## config.mk

```make
export PLATFORM = sky130hd
export DESIGN_NAME = grid_cursor_ctrl
export DESIGN_NICKNAME = d
export VERILOG_FILES = /design/src/rtl/grid_cursor_ctrl.sv
export SDC_FILE = /design/constraint.sdc
export NUM_CORES = 1
export LEC_CHECK = 0
export BUFFER_PORTS_ARGS = -buffer_cell sky130_fd_sc_hd__buf_2
export CAP_MARGIN = 20
export CORE_MARGIN = 5
export CORE_UTILIZATION = 45
export CTS_CLUSTER_DIAMETER = 80
export DETAILED_ROUTE_END_ITERATION = 8
export GPL_TIMING_DRIVEN = 0
export SETUP_SLACK_MARGIN = 0.4
export SLEW_MARGIN = 10
export SYNTH_ARGS = -nofsm -noshare
export SYNTH_HDL_FRONTEND = slang
export SYNTH_SLANG_ARGS = --single-unit
```

## constraint.sdc

```tcl
create_clock -name i_clk -period 1.9 [get_ports i_clk]
set_clock_uncertainty 0.1 [all_clocks]
set_input_delay 0.19 -clock i_clk [delete_from_list [all_inputs] [get_ports i_clk]]
set_output_delay 0.19 -clock i_clk [all_outputs]
set_load 0.05 [all_outputs]
```

## src/rtl/grid_cursor_ctrl.sv

```systemverilog
// rtl/grid_cursor_ctrl.sv - debounced four-button (row, col) cursor controller with clamp/wrap and load
// Optional hold-to-repeat moves are built when AUTO_REPEAT_EN is defined.
module grid_cursor_ctrl #(
   parameter int ROWS            = 6,
   parameter int COLS            = 6,
   parameter int DEBOUNCE_CYCLES = 4,
   parameter int REPEAT_DELAY    = 8,
   parameter int REPEAT_PERIOD   = 4
) (
   input  logic                      i_clk,
   input  logic                      i_rst,
   input  logic                      i_btn_up_n,
   input  logic                      i_btn_down_n,
   input  logic                      i_btn_left_n,
   input  logic                      i_btn_right_n,
   input  logic                      i_wrap_en,
   input  logic                      i_load,
   input  logic [$clog2(ROWS)-1:0]   i_load_row,
   input  logic [$clog2(COLS)-1:0]   i_load_col,
   output logic [$clog2(ROWS)-1:0]   o_row,
   output logic [$clog2(COLS)-1:0]   o_col,
   output logic                      o_moved,
   output logic                      o_blocked
);

   localparam int RW = $clog2(ROWS);
   localparam int CW = $clog2(COLS);
   localparam int DW = $clog2(DEBOUNCE_CYCLES + 1);
   localparam logic [RW-1:0] ROW_MAX = RW'(ROWS - 1);
   localparam logic [CW-1:0] COL_MAX = CW'(COLS - 1);
   localparam logic [DW-1:0] DB_LAST = DW'(DEBOUNCE_CYCLES - 1);

   if (ROWS < 2 || COLS < 2 || DEBOUNCE_CYCLES < 1 || REPEAT_DELAY < 1 || REPEAT_PERIOD < 1) begin : g_param_check
      $error("grid_cursor_ctrl: illegal parameter value");
   end

   // Button index order doubles as move priority: 0 up, 1 down, 2 left, 3 right.
   logic [3:0]    w_btn_raw;
   logic [3:0]    r_sync1;
   logic [3:0]    r_sync2;
   logic [3:0]    r_db;
   logic [3:0]    r_db_d;
   logic [3:0]    r_press;
   logic [DW-1:0] r_db_cnt [4];
   logic [3:0]    w_event;

   assign w_btn_raw = {i_btn_right_n, i_btn_left_n, i_btn_down_n, i_btn_up_n};

   always_ff @(posedge i_clk or negedge i_rst) begin
      if (!i_rst) begin
         r_sync1 <= '1;
         r_sync2 <= '1;
      end else begin
         r_sync1 <= w_btn_raw;
         r_sync2 <= r_sync1;
      end
   end

   always_ff @(posedge i_clk or negedge i_rst) begin
      if (!i_rst) begin
         r_db    <= '1;
         r_db_d  <= '1;
         r_press <= '0;
         for (int i = 0; i < 4; i++) begin
            r_db_cnt[i] <= '0;
         end
      end else begin
         r_db_d  <= r_db;
         r_press <= r_db_d & ~r_db;
         for (int i = 0; i < 4; i++) begin
            if (r_sync2[i] == r_db[i]) begin
               r_db_cnt[i] <= '0;
            end else if (r_db_cnt[i] == DB_LAST) begin
               r_db[i]     <= r_sync2[i];
               r_db_cnt[i] <= '0;
            end else begin
               r_db_cnt[i] <= r_db_cnt[i] + 1'b1;
            end
         end
      end
   end

`ifdef AUTO_REPEAT_EN
   localparam int RMAX = (REPEAT_DELAY > REPEAT_PERIOD) ? REPEAT_DELAY : REPEAT_PERIOD;
   localparam int RPW  = $clog2(RMAX + 1);

   logic [RPW-1:0] r_rep_cnt [4];
   logic [3:0]     r_rep_arm;
   logic [3:0]     w_rep;

   // Counter holds cycles left until the next repeat; a release disarms it at once.
   always_comb begin
      w_rep = '0;
      for (int i = 0; i < 4; i++) begin
         w_rep[i] = r_rep_arm[i] && !r_db[i] && (r_rep_cnt[i] == '0);
      end
   end

   always_ff @(posedge i_clk or negedge i_rst) begin
      if (!i_rst) begin
         r_rep_arm <= '0;
         for (int i = 0; i < 4; i++) begin
            r_rep_cnt[i] <= '0;
         end
      end else begin
         for (int i = 0; i < 4; i++) begin
            if (r_db[i]) begin
               r_rep_arm[i] <= 1'b0;
               r_rep_cnt[i] <= '0;
            end else if (r_press[i]) begin
               r_rep_arm[i] <= 1'b1;
               r_rep_cnt[i] <= RPW'(REPEAT_DELAY - 1);
            end else if (w_rep[i]) begin
               r_rep_cnt[i] <= RPW'(REPEAT_PERIOD - 1);
            end else if (r_rep_arm[i]) begin
               r_rep_cnt[i] <= r_rep_cnt[i] - 1'b1;
            end
         end
      end
   end

   assign w_event = r_press | w_rep;
`else
   assign w_event = r_press;
`endif

   logic [RW-1:0] r_row;
   logic [CW-1:0] r_col;
   logic          r_moved;
   logic          r_blocked;
   logic [RW-1:0] w_row_nxt;
   logic [CW-1:0] w_col_nxt;
   logic [RW-1:0] w_load_row_sat;
   logic [CW-1:0] w_load_col_sat;
   logic          w_moved;
   logic          w_blocked;

   always_comb begin
      w_load_row_sat = (i_load_row > ROW_MAX) ? ROW_MAX : i_load_row;
      w_load_col_sat = (i_load_col > COL_MAX) ? COL_MAX : i_load_col;
      w_row_nxt      = r_row;
      w_col_nxt      = r_col;
      w_moved        = 1'b0;
      w_blocked      = 1'b0;
      if (i_load) begin
         w_row_nxt = w_load_row_sat;
         w_col_nxt = w_load_col_sat;
         w_moved   = (w_load_row_sat != r_row) || (w_load_col_sat != r_col);
      end else if (w_event[0]) begin
         if (r_row != '0) begin
            w_row_nxt = r_row - 1'b1;
            w_moved   = 1'b1;
         end else if (i_wrap_en) begin
            w_row_nxt = ROW_MAX;
            w_moved   = 1'b1;
         end else begin
            w_blocked = 1'b1;
         end
      end else if (w_event[1]) begin
         if (r_row != ROW_MAX) begin
            w_row_nxt = r_row + 1'b1;
            w_moved   = 1'b1;
         end else if (i_wrap_en) begin
            w_row_nxt = '0;
            w_moved   = 1'b1;
         end else begin
            w_blocked = 1'b1;
         end
      end else if (w_event[2]) begin
         if (r_col != '0) begin
            w_col_nxt = r_col - 1'b1;
            w_moved   = 1'b1;
         end else if (i_wrap_en) begin
            w_col_nxt = COL_MAX;
            w_moved   = 1'b1;
         end else begin
            w_blocked = 1'b1;
         end
      end else if (w_event[3]) begin
         if (r_col != COL_MAX) begin
            w_col_nxt = r_col + 1'b1;
            w_moved   = 1'b1;
         end else if (i_wrap_en) begin
            w_col_nxt = '0;
            w_moved   = 1'b1;
         end else begin
            w_blocked = 1'b1;
         end
      end
   end

   always_ff @(posedge i_clk or negedge i_rst) begin
      if (!i_rst) begin
         r_row     <= '0;
         r_col     <= '0;
         r_moved   <= 1'b0;
         r_blocked <= 1'b0;
      end else begin
         r_row     <= w_row_nxt;
         r_col     <= w_col_nxt;
         r_moved   <= w_moved;
         r_blocked <= w_blocked;
      end
   end

   assign o_row     = r_row;
   assign o_col     = r_col;
   assign o_moved   = r_moved;
   assign o_blocked = r_blocked;

endmodule
```

==> results.py <==
metrics = {
    "routing": {
        "wl_um": 3370,
        "drt_drc_violations_left": 0,
        "initialDrtViolationCount": 87,
        "detail_route.vias_per_cell": 5.18,
        "firstDrtPassIters": 4,
        "routed_wire_length_per_instance_um": 13.6,
        "drtAntennaViolNets": 0,
        "vias": 1279,
    },
    "timing": {
        "postLayoutSetupSlackWorst_ns": 0.311,
        "hold_viol": 0,
        "final.period_utilization_pct": 83.6,
        "grt_setup_unrepaired": "true",
        "minimum_clock_period_ns": 1.59,
        "worstMarginPinSlew_ns": 0.843,
        "max_freq_mhz": 629,
        "finalSetupViolCount": 0,
        "timing.setup.tns_ns": 0,
        "drv_slew": 0,
        "worst_slew_margin_rel_pct": 43.8,
    },
    "die": {
        "die-height_um": 73.5,
        "fp.dieArea_sq_um": 5400,
        "fp.dieW_um": 73.5,
        "initial_core_utilization_pct": 46.0,
        "floorplan.rows": 23,
        "coreArea_sq_um": 3940,
        "design.portCount": 22,
    },
    "clocking": {
        "clkSlewWorstSetupHoldPaths_ns": 0.08,
        "cts_tree": "yes",
        "ctsLongestPathBuffers": 2,
        "clock_sinks": 40,
        "cts_max_level": 2,
        "numCtsBuffers": 5,
        "ctsRootBufferMaster": "clkbuf_8",
        "worstSkewPairLatency_ns": 0.29,
    },
    "flow_run": {
        "timing.max_cap.violations": 0,
    },
    "logic_synthesis": {
        "syn_avg_cell_area_sq_um": 12.0,
        "simple_gate_share_of_the_synthesized_area_pct": 19.9,
        "synthXorXnorAreaFrac_pct": 4.83,
        "count_of_flip_flops_with_a_built_in_enable_after_synthesis": 0,
        "synth.ff_latch_count": 40,
        "post_synthesis_mux_area_share_pct": 4.21,
        "synth_warnings": 0,
        "synth-main-ff-cell": "dfrtp_1",
        "synth.yosys.seq_area_share_pct": 56.3,
        "synth_fp_nets": 169,
        "synth_async_sr_flop_share_pct": 100,
        "share_of_the_synthesized_area_in_compound_gates_ao_oa_aoi_oai_pct": 9.52,
        "synth_top_family_by_area": "simple AND/OR/NAND/NOR gates",
        "post_synth_num_cell_types": 44,
        "syn_area_sq_um": 1810,
        "synth_adder_area_share_pct": 2.76,
        "netlist_instances": 151,
    },
    "global_routing": {
        "via_count_of_the_first_global_routing_pass": 1222,
        "grt.total_usage_pct": 13.0,
        "grt_first_pass_wirelength_um": 5400,
        "grt_antenna_before_repair": 0,
        "grt_start_max_net_pins": 41,
        "globalRoute.totalOverflow": 0,
    },
    "setup_path": {
        "start_kind": "flip-flop",
        "timing.critical_path.arrival_ns": 1.67,
        "critical_path_class": "flip-flop to flip-flop",
        "category_of_the_worst_setup_path_capture_point": "flip-flop",
        "critical_path_required_ns": 1.98,
        "worstPathMaxFanout": 8,
    },
    "power": {
        "switching_power_mw": 1.39,
        "total_power_mw": 3.70,
        "power_density_nw_per_um2": 1580,
        "seq_power_share_pct": 37.4,
        "power.combinational.fraction_pct": 47.7,
        "total_leakage_power_nw": 1.01,
        "vdd.ir_drop.worst_mv": 0.821,
        "clock_share_of_power_pct": 15.0,
        "internal_power_mw": 2.31,
        "sw_frac_of_total_pct": 37.5,
    },
    "layout": {
        "areaGrowthSynthToFinish_pct": 29.0,
        "fillers": 315,
        "finish.net_count": 214,
        "finish.utilization_pct": 59.3,
        "diodes": 0,
        "final_cell_area_sq_um": 2340,
        "final-seq-area_sq_um": 1030,
        "footprint_of_the_multi_input_gates_sq_um": 827,
        "fraction_of_final_layout_cells_sized_beyond_drive_strength_1_pct": 47.2,
    },
    "min_path": {
        "hold_class": "input port to flip-flop",
    },
    "placed_design": {
        "gp_congestion": 0.785,
        "place.detailed.hpwl_um": 2200,
        "placement.setup.worst_slack_ns": 0.171,
        "port_buffers": 20,
        "detailed_place.area_sq_um": 2000,
    },
    "status": {
        "outcome": "completed",
    },
}
## layout by cell type, fill, tap and decap left out, types with 4 or more instances in the layout
cell type,instances
a21oi_1,6
buf_2,21
buf_4,11
buf_6,7
clkbuf_8,5
dfrtp_1,18
dfrtp_2,6
dfstp_2,16
dlygate4sd3_1,5
ha_1,4
mux2_2,4
nand2_1,6
nand3_1,4
nor2_1,4
nor2b_1,10
nor3_1,5
nor3b_1,10
xnor2_1,5
xor2_1,5
## Yosys cell counts, drive strengths merged (2+ instances only)
cell type / count / share of area [%]
dfrtp: 24 / 33
dfstp: 16 / 23
nor2b: 10 / 3.5
nor3b: 10 / 4.1
a21oi: 8 / 2.4
nor2: 7 / 1.4
nand2: 6 / 1.2
buf: 5 / 1.7
mux2: 5 / 3.1
nor3: 5 / 1.4
xnor2: 5 / 2.4
xor2: 5 / 2.4
ha: 4 / 2.8
nand3: 4 / 1.1
a21o: 2 / 0.83
a31oi: 2 / 0.69
clkbuf: 2 / 0.41
mux2i: 2 / 1.1
nand3b: 2 / 0.83
nand4bb: 2 / 1.5
o21ai: 2 / 0.55
o221ai: 2 / 0.97
o32a: 2 / 1.1
or2: 2 / 0.69
## sequential cells by signal (all words and copies together), names as in the netlist
signal	cells
o_col	3
r_db	4
r_sync1	4
r_sync2	4
o_row	3
r_db_d	4
o_moved	1
r_press	4
r_db_cnt	12
o_blocked	1
## critical path: stages (launching register included)
cell	delay, ns
dfrtp_1	0.35
buf_6	0.12
or3b_4	0.39
a21oi_4	0.16
nor2_2	0.06
o32a_1	0.30
## final timing paths
| path | from | to | slack, ns | cells past startpoint |
|---|---|---|---|---|
| worst max-delay path | r_press[0] | o_moved | 0.31 | 5 |
| worst min-delay path | i_load | o_blocked | 0.08 | 2 |
| worst max register to register | r_press[0] | o_moved | 0.31 | 5 |
| worst min register to register | r_sync1[2] | r_sync2[2] | 0.26 | 0 |
| max in group asynchronous | i_rst | o_col[0] | 0.68 | 2 |
| min in group asynchronous | i_rst | o_moved | 0.44 | 2 |
## per-stage QoR
stage | cells | hold slack (ns)
after detailed placement | 221 | 0.196
after floorplan | 151 | -0.206
after CTS | 242 | 0.0766
after global routing | 247 | 0.0880
final | 247 | 0.0812
after global placement | 221 | 0.195
## cell type report
type | count | area share (%)
clock buffers | 5 | 2.94
flip-flops and latches | 40 | 44.0
multi-input cells | 102 | 35.4
repair buffers | 38 | 10.9
well taps | 50 | 2.68
clock inverters | 3 | 0.963
plain buffers | 7 | 2.84
inverters | 2 | 0.321
## kinds of logic after synthesis
kind of cell | Yosys count
mux | 7
fa+ha+maj | 4
buf+inv | 9
xor+xnor | 10
compound gates | 24
flops | 40
simple gates | 57
## per-layer routing
| metal | GRT usage, % | routed length (um) | part of all wire [%] | up-vias |
|---|---|---|---|---|
| met3 | 4.65 | 210 | 6.2 | 4 |
| met1 | 16.3 | 1410 | 42 | 614 |
| met5 | 0 | 0 | 0 | - |
| li1 | - | - | - | 628 |
| met2 | 21.1 | 1710 | 51 | 33 |
| met4 | 4.02 | 32 | 0.95 | 0 |
## power groups by stage
| stage | Combinational (mW) | Clock (mW) | Sequential, mW |
|---|---|---|---|
| 2_1_floorplan | 0.874 | 0 | 1.57 |
| 3_3_place_gp | 1.30 | 0 | 1.39 |
| 3_5_place_dp | 1.34 | 0 | 1.40 |
| 4_1_cts | 1.54 | 0.583 | 1.38 |
| 5_1_grt | 1.91 | 0.620 | 1.41 |
| 6_report | 1.76 | 0.554 | 1.38 |
## timing repair
action,4_1_cts,5_1_grt
pin swaps,4,5
hold buffers,5,0
endpoints found under the hold margin,28,0
setup buffers,8,5
endpoints found under the setup margin,6,7
resized for setup,9,18
Note: power is estimated with default switching activity, not from simulation.
